**src/rtl/axis_gatekeeper_sched_pkg.sv**
```systemverilog
// axis_gatekeeper_sched_pkg: shared types and helpers for the token-bucket
// gatekeeper scheduler (state enum, allow-count width, round-robin index step).
package axis_gatekeeper_sched_pkg;

   typedef enum logic {
      IDLE = 1'b0,
      RUN  = 1'b1
   } sched_state_t;

   localparam int ALLOW_COUNT_W = 9;

   // Next index in round-robin order, wrapping at n.
   function automatic int rr_next(input int idx, input int n);
      return (idx + 1 >= n) ? 0 : idx + 1;
   endfunction

endpackage

```
**src/rtl/axis_gatekeeper_sched_rr.sv**
```systemverilog
// rr_arbiter: combinational round-robin select over N request bits.
// Ports: last (previous grant index), req (requests) -> valid, index.
module rr_arbiter
   import axis_gatekeeper_sched_pkg::*;
#(
   parameter int N  = 4,
   parameter int IW = 2
) (
   input  logic [IW-1:0] last,
   input  logic [N-1:0]  req,
   output logic          valid,
   output logic [IW-1:0] index
);

   int          cand;
   logic [IW-1:0] cand_idx;

   // Scan starting one past the last grant; first hit wins.
   always_comb begin
      valid    = 1'b0;
      index    = last;
      cand     = rr_next(int'(last), N);
      cand_idx = IW'(cand);
      for (int i = 0; i < N; i++) begin
         cand_idx = IW'(cand);
         if (!valid && req[cand_idx]) begin
            valid = 1'b1;
            index = cand_idx;
         end
         cand = rr_next(cand, N);
      end
   end

endmodule

```
**src/rtl/axis_gatekeeper_sched.sv**
```systemverilog
// axis_gatekeeper_sched: token-bucket scheduler granting s_allow pulses
// round-robin to up to NUM_CH AXI4-Stream gatekeepers.
// Ports:
//   aclk, aresetn       clock, synchronous active-low reset
//   enable              global run (low forces IDLE)
//   period              token period minus 1
//   ch_enable           per-channel grant enable
//   max_credit          per-channel outstanding-credit ceiling
//   allow_count         concatenated s_allow_count, 9 bits per channel
//   allow               one-cycle grant pulses (one-hot or zero)
//   grant_ch            index of the last grant
//   bucket              current token count
//   overflow_count      saturating count of dropped tokens
//   running             high in RUN
module axis_gatekeeper_sched
   import axis_gatekeeper_sched_pkg::*;
#(
   parameter int NUM_CH       = 4,
   parameter int PERIOD_WIDTH = 16,
   parameter int BUCKET_MAX   = 8,
   localparam int GW = (NUM_CH > 1) ? $clog2(NUM_CH) : 1
) (
   input  logic                            aclk,
   input  logic                            aresetn,
   input  logic                            enable,
   input  logic [PERIOD_WIDTH-1:0]         period,
   input  logic [NUM_CH-1:0]               ch_enable,
   input  logic [ALLOW_COUNT_W-1:0]        max_credit,
   input  logic [NUM_CH*ALLOW_COUNT_W-1:0] allow_count,
   output logic [NUM_CH-1:0]               allow,
   output logic [GW-1:0]                   grant_ch,
   output logic [3:0]                      bucket,
   output logic [15:0]                     overflow_count,
   output logic                            running
);

   localparam logic [3:0] BMAX = 4'(BUCKET_MAX);

   sched_state_t              state_q;
   sched_state_t              state_d;
   logic [PERIOD_WIDTH-1:0]   pcnt_q;
   logic                      run_act;
   logic                      tick;
   logic                      grant;
   logic [NUM_CH-1:0]         elig;
   logic [NUM_CH-1:0]         req;
   logic [ALLOW_COUNT_W:0]    eff [NUM_CH];
   logic                      arb_valid;
   logic [GW-1:0]             arb_idx;

   // A RUN cycle with enable low is the exit cycle: no tick, no grant.
   assign run_act = (state_q == RUN) && enable;
   assign tick    = run_act && (pcnt_q == '0);
   assign running = (state_q == RUN);

   always_ff @(posedge aclk) begin
      if (!aresetn) begin
         state_q <= IDLE;
      end else begin
         state_q <= state_d;
      end
   end

   always_comb begin
      state_d = state_q;
      unique case (state_q)
         IDLE:    if (enable)  state_d = RUN;
         RUN:     if (!enable) state_d = IDLE;
         default: state_d = IDLE;
      endcase
   end

   // Outside active RUN the counter keeps reloading, so the first
   // tick lands period+1 cycles after entering RUN.
   always_ff @(posedge aclk) begin
      if (!aresetn) begin
         pcnt_q <= '0;
      end else if (!run_act || pcnt_q == '0) begin
         pcnt_q <= period;
      end else begin
         pcnt_q <= pcnt_q - 1'b1;
      end
   end

   // Count the pulse still in flight: the gatekeeper has not yet
   // registered allow[i] in its own count.
   always_comb begin
      for (int i = 0; i < NUM_CH; i++) begin
         eff[i]  = (ALLOW_COUNT_W+1)'(allow_count[i*ALLOW_COUNT_W +: ALLOW_COUNT_W])
                 + (ALLOW_COUNT_W+1)'(allow[i]);
         elig[i] = ch_enable[i] && (eff[i] < {1'b0, max_credit});
      end
   end

   assign req = elig & {NUM_CH{run_act && (bucket != 4'd0)}};

   rr_arbiter #(
      .N  (NUM_CH),
      .IW (GW)
   ) u_arb (
      .last  (grant_ch),
      .req   (req),
      .valid (arb_valid),
      .index (arb_idx)
   );

   assign grant = arb_valid;

   always_ff @(posedge aclk) begin
      if (!aresetn) begin
         bucket <= 4'd0;
      end else if (!run_act) begin
         bucket <= 4'd0;
      end else begin
         unique case (1'b1)
            (tick && !grant && bucket != BMAX): bucket <= bucket + 4'd1;
            (grant && !tick):                   bucket <= bucket - 4'd1;
            default:                            bucket <= bucket;
         endcase
      end
   end

   always_ff @(posedge aclk) begin
      if (!aresetn) begin
         overflow_count <= 16'd0;
      end else if (tick && !grant && bucket == BMAX
                   && overflow_count != 16'hFFFF) begin
         overflow_count <= overflow_count + 16'd1;
      end
   end

   always_ff @(posedge aclk) begin
      if (!aresetn) begin
         allow    <= '0;
         grant_ch <= GW'(NUM_CH - 1);
      end else begin
         allow <= grant ? (NUM_CH'(1) << arb_idx) : '0;
         if (grant) begin
            grant_ch <= arb_idx;
         end
      end
   end

endmodule

```
**config.mk**
```make
export PLATFORM = sky130hd
export DESIGN_NAME = axis_gatekeeper_sched
export DESIGN_NICKNAME = d
export VERILOG_FILES = /design/src/rtl/axis_gatekeeper_sched_pkg.sv /design/src/rtl/axis_gatekeeper_sched_rr.sv /design/src/rtl/axis_gatekeeper_sched.sv
export SDC_FILE = /design/constraint.sdc
export NUM_CORES = 1
export LEC_CHECK = 0
export BUFFER_PORTS_ARGS = -buffer_cell sky130_fd_sc_hd__buf_2
export CAP_MARGIN = 40
export CORE_MARGIN = 4
export CORE_UTILIZATION = 35
export CTS_BUF_LIST = sky130_fd_sc_hd__clkbuf_8
export DETAILED_ROUTE_END_ITERATION = 8
export GPL_TIMING_DRIVEN = 0
export PLACE_DENSITY = 0.68
export SLEW_MARGIN = 15
export SYNTH_ARGS = -nofsm -noshare
export SYNTH_HDL_FRONTEND = slang
export SYNTH_SLANG_ARGS = --single-unit
```
**constraint.sdc**
```tcl
create_clock -name aclk -period 4.85 [get_ports aclk]
set_input_delay 0.485 -clock aclk [delete_from_list [all_inputs] [get_ports aclk]]
set_output_delay 0.485 -clock aclk [all_outputs]
set_load 0.02 [all_outputs]
```
==> reports/qor.yml, run 1 <==
rows: 38
drv_cap: 0
syn2layout_area_growth_pct: 21.2
cts.sinks: 43
synthesis.nets: 593
cp-end-kind: "flop"
synth_simple_gate_area_share_pct: 25.4
worst_pin_slew_ns: 0.792
finalPower_w: 0.000783
dpl.hpwl_um: 8520
grt_max_degree: 15
wl_um: 10600
diodes: 0
arrival_ns: 4.80
cts.path.max_buffers: 2
path_clk_slew_ns: 0.09
power.leakage_nw: 2.04
nets: 698
power.share.sequential_pct: 47.5
crit_type: "flop to flop"
drt_iter0_drc: 230
hp-class: "primary input to flop"
synthXorXnorAreaFrac_pct: 9.90
max_freq_ghz: 0.219
synth_top_family_by_area: "simple AND/OR/NAND/NOR gates"
finalHoldViolations: 0
required_ns: 5.08
ys_warn_count: 0
place_inst: 708
synth_fa_ha_area_share_pct: 17.0
grt_pass1_wl_um: 17000
fill_cells: 1087
clkPwrFrac_pct: 31.1
netlist.area_leader.share_pct: 22.1
die_width_um: 113
vias: 3901
initial_core_util_pct: 35.9
yosysTopAreaCell: "dfxtp_1"
ys_types: 65
finalCritPeriodShare_pct: 94.3
period_needed_ns: 4.57
firstDrtPassIters: 4
cts_made_buffers: 5
async_flop_share_pct: 0
cts-root-buf: "clkbuf_8"
maxSlewViolCount: 0
gr-usage-all-layers_pct: 15.8
p_sw_w: 0.000228
irDropWorstVdd_v: 0.000137
cts_max_level: 2
syn_area_per_cell_um2: 8.21
cp-start-kind: "flop"
grt_pass1_vias: 3749
cts_tree: "done"
gp_congestion: 0.881
rsz0062_at_grt: "no"
clock_latency_ns: 0.30
stdcell_count: 720
via_per_inst: 5.42
grt_antenna_before_repair: 0
setup_viol: 0
muxShareOfSynthArea_pct: 3.76
synth_ff_type: "dfxtp_1"
skew_ns: 0.0101
powerDensity_nw_per_um2: 166
hold_ws_ns: 0.410
dieArea_um2: 12900
synth-compound-area-share_pct: 18.2
ioPinCount: 95
synth-edff-count: 0
path_max_fanout: 8
p_sw_share_pct: 29.1
final_util_pct: 43.5
synthCells: 474
synth_seq_cells: 43
core_area_um2: 10800
internal_power_w: 0.000556
finalSetupTns_ns: 0
slew_headroom_pct: 46.7
hold_buffers: 0
die_h_um: 113
gr-total-overflow: 0
drc: 0
io_buffers: 94
outcome: "finished, final reports clean"
wl_per_cell_um: 14.7
ys_seq_area_share_pct: 22.1
synth_area_um2: 3890
p_comb_share_pct: 21.4
yosys-top-cells-area: "dfxtp_1, ha_1, xnor2_1"
drtAntennaViolNets: 0
layout-drive-gt1-share_pct: 22.4
[synth_stat cells, types with 5 or more instances]
cell and n:
a211oi_1 18, a21o_1 7, a21oi_1 26, and3_1 11, clkbuf_1 8, dfxtp_1 43, ha_1 48, inv_1 22
mux2i_1 9, nand2_1 28, nand2b_1 9, nand3_1 33, nand4_1 6, nor2_1 39, nor3_1 9, nor4_1 10
o21a_1 5, o21ai_0 16, or3_1 14, xnor2_1 28, xor2_1 16
[final timing paths]
| kind | cells after the start | endpoint | slack, ns | startpoint |
|---|---|---|---|---|
| worst max-delay path | 17 | bucket[3]$_SDFFE_PN0P_ | 0.28 | allow[1]$_SDFF_PP0_ |
| worst min-delay path | 3 | pcnt_q[0]$_SDFF_PN0_ | 0.41 | period[0] |
| worst max register to register | 17 | bucket[3]$_SDFFE_PN0P_ | 0.28 | allow[1]$_SDFF_PP0_ |
| worst min register to register | 2 | pcnt_q[5]$_SDFF_PN0_ | 0.50 | pcnt_q[5]$_SDFF_PN0_ |
[layer usage]
layer  track usage (%)  part of all wire, %
met4              3.69                  1.0
met5                 0                    0
met3              3.13                  7.2
met2              28.3                   47
met1              19.7                   45
[layout make-up]
class | count | area [um2] | area share, %
plain buffers | 12 | 55.1 | 1.17
inverters | 23 | 86.3 | 1.83
clock inverters | 2 | 16.3 | 0.345
multi-input cells | 395 | 2930 | 62.1
well taps | 140 | 175 | 3.71
repair buffers | 99 | 508 | 10.8
flip-flops and latches | 43 | 862 | 18.3
clock buffers | 6 | 82.6 | 1.75
[critical path: stages, from the launching register on]
cell and delay (ns):
dfxtp_1 0.38, ha_1 0.21, ha_1 0.21, nand3_1 0.13, xnor2_1 0.14, ha_1 0.30
nand4_1 0.09, o21ai_0 0.26, a41oi_1 0.32, mux4_2 0.56, or4b_4 0.62, o21ai_4 0.17
inv_1 0.08, ha_1 0.27, a21o_1 0.19, a21oi_2 0.14, mux2i_1 0.23, mux2i_1 0.19
[cell usage in the layout, fill, tap and decap left out, types with 3 or more instances in the layout]
| cell | netlist | routed |
|---|---|---|
| a21o_1 | 7 | 7 |
| mux2i_1 | 9 | 9 |
| nand2b_1 | 9 | 9 |
| and2_1 | 4 | 3 |
| nor3_1 | 9 | 9 |
| ha_1 | 48 | 46 |
| xor2_1 | 16 | 16 |
| nor3b_1 | 3 | 3 |
| o2111ai_1 | 4 | 4 |
| nand4_1 | 6 | 6 |
| a211oi_1 | 18 | 18 |
| nand2_1 | 28 | 28 |
| or4_1 | 3 | 3 |
| buf_4 | 0 | 5 |
| inv_1 | 22 | 22 |
| dfxtp_1 | 43 | 42 |
| nand3_1 | 33 | 32 |
| xnor2_1 | 28 | 28 |
| fa_1 | 3 | 3 |
| a21oi_1 | 26 | 25 |
| or3_1 | 14 | 13 |
| nor4_1 | 10 | 10 |
| o21a_1 | 5 | 5 |
| and3_1 | 11 | 11 |
| nor2_1 | 39 | 38 |
| o21ai_0 | 16 | 15 |
| clkbuf_8 | 0 | 6 |
| buf_2 | 2 | 96 |
| clkbuf_1 | 8 | 7 |
[flip-flops by register name (all words and copies together) (netlist names)]
name / count
overflow_count: 16
grant_ch: 2
bucket: 4
pcnt_q: 16
running: 1
allow: 4
[power groups by stage]
stage	sequential [W]	combinational (W)	clock (W)
final	0.000372	0.000168	0.000244
after floorplan	0.000378	0.0000997	0
after global placement	0.000379	0.000159	0
after CTS	0.000372	0.000166	0.000248
after global routing	0.000373	0.000188	0.000263
after detailed placement	0.000380	0.000165	0
[cell families (layout without fill, tap and decap cells)]
logic type                 Yosys count  count (layout)
AOI/OAI and AO/OA                  102             102
adders and majority gates           51              51
buffers and inverters               36             142
xor gates and xnor gates            44              44
muxes                               12              12
and+or+nand+nor                    186             186
DFF                                 43              43
[what timing repair did]
| action | CTS | global route |
|---|---|---|
| endpoints found under the setup margin | 2 | 9 |
| pin swaps | 1 | 2 |
| buffers inserted | 1 | 4 |
| gates resized for setup | 2 | 10 |
[through the flow]
step,area (um2),worst slack (ns)
after floorplan,3890,0.0866
after global placement,4540,-0.339
after detailed placement,4540,-0.473
after CTS,4650,0.0926
after global routing,4720,0.000425
final,4720,0.277
Power figures use the tool's default switching activity.
==> run 2, diff against run 1 <==
- ABC_AREA: unset -> 1
- CORE_ASPECT_RATIO: unset -> 0.7
==> run 2 against run 1 <==
Wire length is 3.7% higher. First-iteration DRC count is 47% higher. Largest power group is now combinational cells. Clock-buffer cell count is 1 higher. Critical path type unchanged. Via count is 9.4% higher. Global-route usage is 0.60 points lower. Area after synthesis is 9.9% higher. Die area is 9.4% higher. Clock skew is 0.0035 ns lower.
==> reports/qor.yml, run 2 <==
dpl.hpwl_um: 9210  # was 8520 um
cts.sinks: 43  # unchanged
crit_top_cell: "nand2_1"  # was ha_1
wl_per_cell_um: 11.9  # was 14.7 um
async_flop_share_pct: 0  # unchanged
finalCritPeriodShare_pct: 80.9  # was 94.3%
io_buffers: 94  # unchanged
synth_top_family_by_area: "simple AND/OR/NAND/NOR gates"  # unchanged
synthCells: 662  # was 474
clock_latency_ns: 0.30  # about the same
initial_core_util_pct: 36.2  # was 35.9%
ys_seq_area_share_pct: 20.1  # was 22.1%
setup_slack_ns: 0.924  # was 0.277 ns
synth_area_um2: 4280  # was 3890 um2
hp-class: "primary input to flop"  # unchanged
outcome: "finished, final reports clean"  # unchanged
syn2layout_area_growth_pct: 18.0  # was 21.2%
grt_max_degree: 14  # was 15
dieArea_um2: 14100  # was 12,900 um2
cts_tree: "done"  # unchanged
cts-root-buf: "clkbuf_8"  # unchanged
netlist.area_leader.share_pct: 20.1  # was 22.1%
rows: 33  # was 38
rsz0062_at_grt: "no"  # unchanged
synthesis.nets: 781  # was 593
max_freq_ghz: 0.255  # was 0.219 GHz
diodes: 0  # unchanged
drc: 0  # unchanged
grt_pass1_wl_um: 17800  # was 17,000 um
drv_cap: 0  # unchanged
irDropWorstVdd_v: 0.000158  # was 0.000137 V
path_max_fanout: 4  # was 8
cp-start-kind: "flop"  # unchanged
ioPinCount: 95  # unchanged
crit_type: "flop to flop"  # unchanged
grt_antenna_before_repair: 0  # unchanged
ys_warn_count: 0  # unchanged
mostFrequentLayoutCells: "nand2_1, inv_1, buf_2, nor2_1, ha_1"  # was buf_2, ha_1, dfxtp_1, nor2_1, nand3_1
path_clk_slew_ns: 0.09  # about the same
yosysMostFrequentCell: "nand2_1"  # was ha_1
yosysTopAreaCell: "dfxtp_1"  # unchanged
firstDrtPassIters: 4  # unchanged
synth_commonest_cells: "nand2_1, inv_1, nor2_1"  # was ha_1, dfxtp_1, nor2_1
cp_slowest_cell: "dfxtp_1"  # was or4b_4
nets: 882  # was 698
die_h_um: 101  # was 113 um
syn_area_per_cell_um2: 6.46  # was 8.21 um2
slew_headroom_pct: 60.3  # was 46.7%
cp-end-kind: "flop"  # unchanged
final_common_cell: "nand2_1"  # was buf_2
ys_types: 39  # was 65
power.leakage_nw: 2.60  # was 2.04 nW
period_needed_ns: 3.93  # was 4.57 ns
vias: 4266  # was 3,901
cts_max_level: 2  # unchanged
cts_made_buffers: 5  # unchanged
max_stage_delay_ns: 0.40  # was 0.62 ns
skew_ns: 0.00658  # was 0.0101 ns
cts.path.max_buffers: 2  # unchanged
layout-drive-gt1-share_pct: 17.9  # was 22.4%
postCtsSetupRepairBufs: 0  # was 1
synth_ff_type: "dfxtp_1"  # unchanged
required_ns: 5.05  # was 5.08 ns
pre_cts_slack_ns: 0.784  # was -0.473 ns
core_area_um2: 11800  # was 10,800 um2
synthXorXnorAreaFrac_pct: 7.37  # was 9.90%
powerDensity_nw_per_um2: 307  # was 166 nW/um2
wl_um: 11000  # was 10,600 um
synth-compound-area-share_pct: 9.80  # was 18.2%
synth_simple_gate_area_share_pct: 36.0  # was 25.4%
cts_repair_resize_count: 0  # was 2
synth-edff-count: 0  # unchanged
synth_seq_cells: 43  # unchanged
finalSetupTns_ns: 0  # unchanged
muxShareOfSynthArea_pct: 0  # was 3.76%
worst_pin_slew_ns: 0.590  # was 0.792 ns
gr-usage-all-layers_pct: 15.2  # was 15.8%
reg.largest.list: "overflow_count x16, pcnt_q x16"  # unchanged
gp_congestion: 0.939  # was 0.881
setup_viol: 0  # unchanged
drt_iter0_drc: 338  # was 230
finalHoldViolations: 0  # unchanged
hold_buffers: 0  # unchanged
synth_fa_ha_area_share_pct: 15.4  # was 17.0%
maxSlewViolCount: 0  # unchanged
drtAntennaViolNets: 0  # unchanged
grt_pass1_vias: 3754  # was 3,749
arrival_ns: 4.13  # was 4.80 ns
via_per_inst: 4.63  # was 5.42
die_width_um: 140  # was 113 um
yosys-top-cells-area: "dfxtp_1, ha_1, nand2_1"  # was dfxtp_1, ha_1, xnor2_1
gr-total-overflow: 0  # unchanged
[run 2: changes by cell type in the layout (fill, tap and decap cells not counted), moves of 9 or more]
cell / change
nand2_1: +115
inv_1: +98
nor2_1: +38
a211oi_1: -18
o21ai_0: +16
xnor2_1: -14
or3_1: -13
nand3_1: +12
and3_1: -11
mux2i_1: -9
nand2b_1: -9
[run 2: per-layer routing]
| layer | up-vias | global-route usage [%] | part of all wire (%) |
|---|---|---|---|
| li1 | 2320 | - | - |
| met5 | - | 0 | 0 |
| met2 | 116 | 20.5 | 38 |
| met3 | 7 | 3.56 | 6.1 |
| met1 | 1823 | 24.3 | 55 |
| met4 | 0 | 2.76 | 0.77 |
[run 2: worst paths after layout]
check                           depth (start not counted)  slack, ns            startpoint                endpoint
worst max register to register                         32       0.92   allow[2]$_SDFF_PN0_  bucket[3]$_SDFFE_PN0P_
worst max-delay path                                   32       0.92   allow[2]$_SDFF_PN0_  bucket[3]$_SDFFE_PN0P_
worst min-delay path                                    3       0.37                enable      running$_SDFF_PN0_
worst min register to register                          1       0.44  pcnt_q[0]$_SDFF_PN0_    pcnt_q[0]$_SDFF_PN0_
[run 2: logic make-up (layout without fill, tap and decap cells)]
logic type               count (synthesis)  in the layout
adder cells (fa/ha/maj)                 51             51
XOR/XNOR                                36             36
flip-flops                              43             43
AO/OA/AOI/OAI                           74             74
AND/OR/NAND/NOR                        332            332
buffers and inverters                  126            228
[run 2: worst max-delay path, delay by kind of cell, from the launching register on]
kind                     cells  cell delay (ns)
buffers and inverters        4             0.26
flip-flops                   1             0.40
AO/OA/AOI/OAI                2             0.33
AND/OR/NAND/NOR             22             1.85
adder cells (fa/ha/maj)      4             0.99
[run 2: final cells by class]
type                            count  area [um2]
Tap cell                          157         196
Fill cell                        1257        6760
Inverter                          121         454
Sequential cell                    43         861
Timing Repair Buffer               94         470
Multi-Input combinational cell    493        2930
Clock inverter                      1        7.51
Clock buffer                        7        96.3
Buffer                              5        30.0
[run 2: where the power goes]
part	internal [W]	total [W]	switching, W
registers	0.000382	0.000412	0.0000295
clock network	0.000130	0.000258	0.000128
logic	0.000306	0.000883	0.000576
total	0.000818	0.00155	0.000734
[run 2: through the flow]
stage | instances | power [W] | hold WS [ns] | utilization (%) | instance area, um2
floorplan | 662 | 0.00111 | 0.406 | - | 4280
global placement | 913 | 0.00129 | 0.421 | 41.9 | 4950
detailed placement | 913 | 0.00130 | 0.422 | 41.9 | 4950
CTS | 921 | 0.00156 | 0.357 | 42.8 | 5050
global route | 921 | 0.00172 | 0.384 | 42.8 | 5050
finish | 921 | 0.00155 | 0.374 | 42.8 | 5050
==> run 3, diff against run 2 <==
- clock period: 4.85 -> 3.4 ns (I/O delays scaled with it)
==> run 3 against run 2 <==
Final cell count up 1.1%. Largest cell class unchanged. Sequential power up 44%. Sequential share of layout area down 1.1 points. Non-clock buffer count up 11. Combinational power up 78%. Fmax up 16%. Via count up 2.4%. First-iteration DRC count up 4.7%. Sequential cell count unchanged. Global-route usage about the same.
==> reports/qor.yml, run 3 (synthesis results as in run 2) <==
initial_core_util_pct: 36.2  # unchanged
max_stage_delay_ns: 0.37  # was 0.40 ns
drv_cap: 0  # unchanged
cts_max_level: 2  # unchanged
drc: 0  # unchanged
required_ns: 3.60  # was 5.05 ns
finalCritPeriodShare_pct: 99.8  # was 80.9%
path_max_fanout: 4  # unchanged
hp-class: "primary input to flop"  # unchanged
p_comb_share_pct: 62.8  # was 56.9%
vias: 4369  # was 4,266
power.leakage_nw: 2.68  # was 2.60 nW
setup_slack_ns: 0.00794  # was 0.924 ns
crit_type: "flop to flop"  # unchanged
rows: 33  # unchanged
crit_top_cell: "nand3_1"  # was nand2_1
dpl.hpwl_um: 9140  # was 9210 um
syn2layout_area_growth_pct: 27.6  # was 18.0%
path_clk_slew_ns: 0.08  # was 0.09 ns
grt_pass1_wl_um: 17700  # was 17,800 um
rsz0062_at_grt: "yes"  # was no
gr-usage-all-layers_pct: 15.3  # was 15.2%
worst_pin_slew_ns: 0.537  # was 0.590 ns
dpl_cell_area_um2: 4950  # about the same
grt_max_degree: 13  # was 14
grt_antenna_before_repair: 0  # unchanged
core_area_um2: 11800  # unchanged
irDropWorstVdd_v: 0.000223  # was 0.000158 V
cts-root-buf: "clkbuf_8"  # unchanged
dieArea_um2: 14100  # unchanged
power.share.sequential_pct: 23.7  # was 26.5%
io_buffers: 94  # unchanged
cts_tree: "done"  # unchanged
die_width_um: 140  # unchanged
ioPinCount: 95  # unchanged
final_util_pct: 46.2  # was 42.8%
critical-path-top-delay-family: "simple AND/OR/NAND/NOR gates"  # unchanged
diodes: 0  # unchanged
hold_buffers: 0  # unchanged
drt_iter0_drc: 354  # was 338
reg.largest.list: "overflow_count x16, pcnt_q x16"  # unchanged
pre_cts_slack_ns: -0.488  # was 0.784 ns
cp-end-kind: "flop"  # unchanged
cp_slowest_cell: "dfxtp_4"  # was dfxtp_1
cp.buffers_inverters: 2  # was 4
period_needed_ns: 3.39  # was 3.93 ns
layout-drive-gt1-share_pct: 24.9  # was 17.9%
outcome: "finished, final reports clean"  # unchanged
clock_latency_ns: 0.30  # about the same
finalHoldViolations: 0  # unchanged
powerDensity_nw_per_um2: 458  # was 307 nW/um2
cts_made_buffers: 5  # unchanged
clkPwrFrac_pct: 13.4  # was 16.6%
wl_um: 11500  # was 11,000 um
skew_ns: 0.00790  # was 0.00658 ns
slew_headroom_pct: 63.9  # was 60.3%
p_sw_share_pct: 47.0  # was 47.3%
maxSlewViolCount: 0  # unchanged
firstDrtPassIters: 5  # was 4
cts.path.max_buffers: 2  # unchanged
grt_pass1_vias: 3682  # was 3,754
fill_cells: 1221  # was 1,257
mostFrequentLayoutCells: "nand2_1, inv_1, buf_2, nor2_1, dfxtp_1"  # was nand2_1, inv_1, buf_2, nor2_1, ha_1
internal_power_w: 0.00133  # was 0.000818 W
drtAntennaViolNets: 0  # unchanged
final_common_cell: "nand2_1"  # unchanged
via_per_inst: 4.69  # was 4.63
gp_congestion: 0.941  # was 0.939
arrival_ns: 3.59  # was 4.13 ns
gr-total-overflow: 0  # unchanged
die_h_um: 101  # unchanged
setup_viol: 0  # unchanged
max_freq_ghz: 0.295  # was 0.255 GHz
nets: 893  # was 882
cp-start-kind: "flop"  # unchanged
wl_per_cell_um: 12.4  # was 11.9 um
cts.sinks: 43  # unchanged
final_area_um2: 5460  # was 5050 um2
finalPower_w: 0.00250  # was 0.00155 W
p_sw_w: 0.00118  # was 0.000734 W
[run 3: cell count changes in the layout (fill, tap and decap cells not counted), moves of 3 or more]
cell     change
buf_4       +11
dfxtp_1      -4
dfxtp_4      +3
ha_1        -11
ha_4        +11
nand2_1     -10
nand2_2      +7
nand2_4      +3
nand3_1     -11
nand3_2      +6
nand3_4      +5
nor2_1       -3
nor2_4       +4
[run 3: path summary, 6_finish.rpt]
check	startpoint	to	cells after the start	slack, ns
max	allow[3]$_SDFF_PN0_	bucket[3]$_SDFFE_PN0P_	25	0.008
max reg2reg	allow[3]$_SDFF_PN0_	bucket[3]$_SDFFE_PN0P_	25	0.008
min	enable	running$_SDFF_PN0_	3	0.23
min reg2reg	pcnt_q[0]$_SDFF_PN0_	pcnt_q[0]$_SDFF_PN0_	1	0.44
[run 3: final cells by class]
type	count	area, um2	area share, %
Buffer	5	30.0	0.550
Clock buffer	6	82.6	1.51
Clock inverter	1	5.00	0.0916
Inverter	121	457	8.36
Multi-Input combinational cell	493	3260	59.8
Sequential cell	43	873	16.0
Tap cell	157	196	3.60
Timing Repair Buffer	105	553	10.1
[run 3: power groups by stage]
| stage | clock network, W | registers (W) | logic [W] |
|---|---|---|---|
| after global routing | 0.000365 | 0.000600 | 0.00176 |
| after detailed placement | 0 | 0.000599 | 0.00127 |
| final | 0.000336 | 0.000594 | 0.00157 |
| after global placement | 0 | 0.000599 | 0.00125 |
| after CTS | 0.000348 | 0.000591 | 0.00137 |
| after floorplan | 0 | 0.000618 | 0.000966 |
[run 3: routing by layer]
| metal | vias up | track usage [%] | share of wire [%] |
|---|---|---|---|
| met2 | 108 | 21.0 | 41 |
| met1 | 1915 | 24.5 | 54 |
| met3 | 6 | 2.99 | 5.2 |
| met5 | - | 0 | 0 |
| met4 | 0 | 2.31 | 0.57 |
| li1 | 2340 | - | - |
[run 3: worst reg2reg max path, delay by kind of cell, from the launching register on]
kind / cells / cell delay (ns)
compound gates: 1 / 0.16
flops: 1 / 0.37
buf+inv: 2 / 0.13
xor+xnor: 1 / 0.17
fa+ha+maj: 4 / 0.71
simple gates: 17 / 1.75
[run 3: timing repair]
action	in CTS	in global routing
setup buffers	2	9
setup endpoints to repair	3	13
gates resized for setup	18	48
pin swaps	4	56
[run 3: through the flow]
step                      TNS, ns  hold slack (ns)  cells
after global routing       -0.279            0.237    931
after global placement     -0.596            0.422    913
after floorplan                 0            0.406    662
after detailed placement   -0.643            0.431    913
final                           0            0.234    931
after CTS                       0            0.218    922
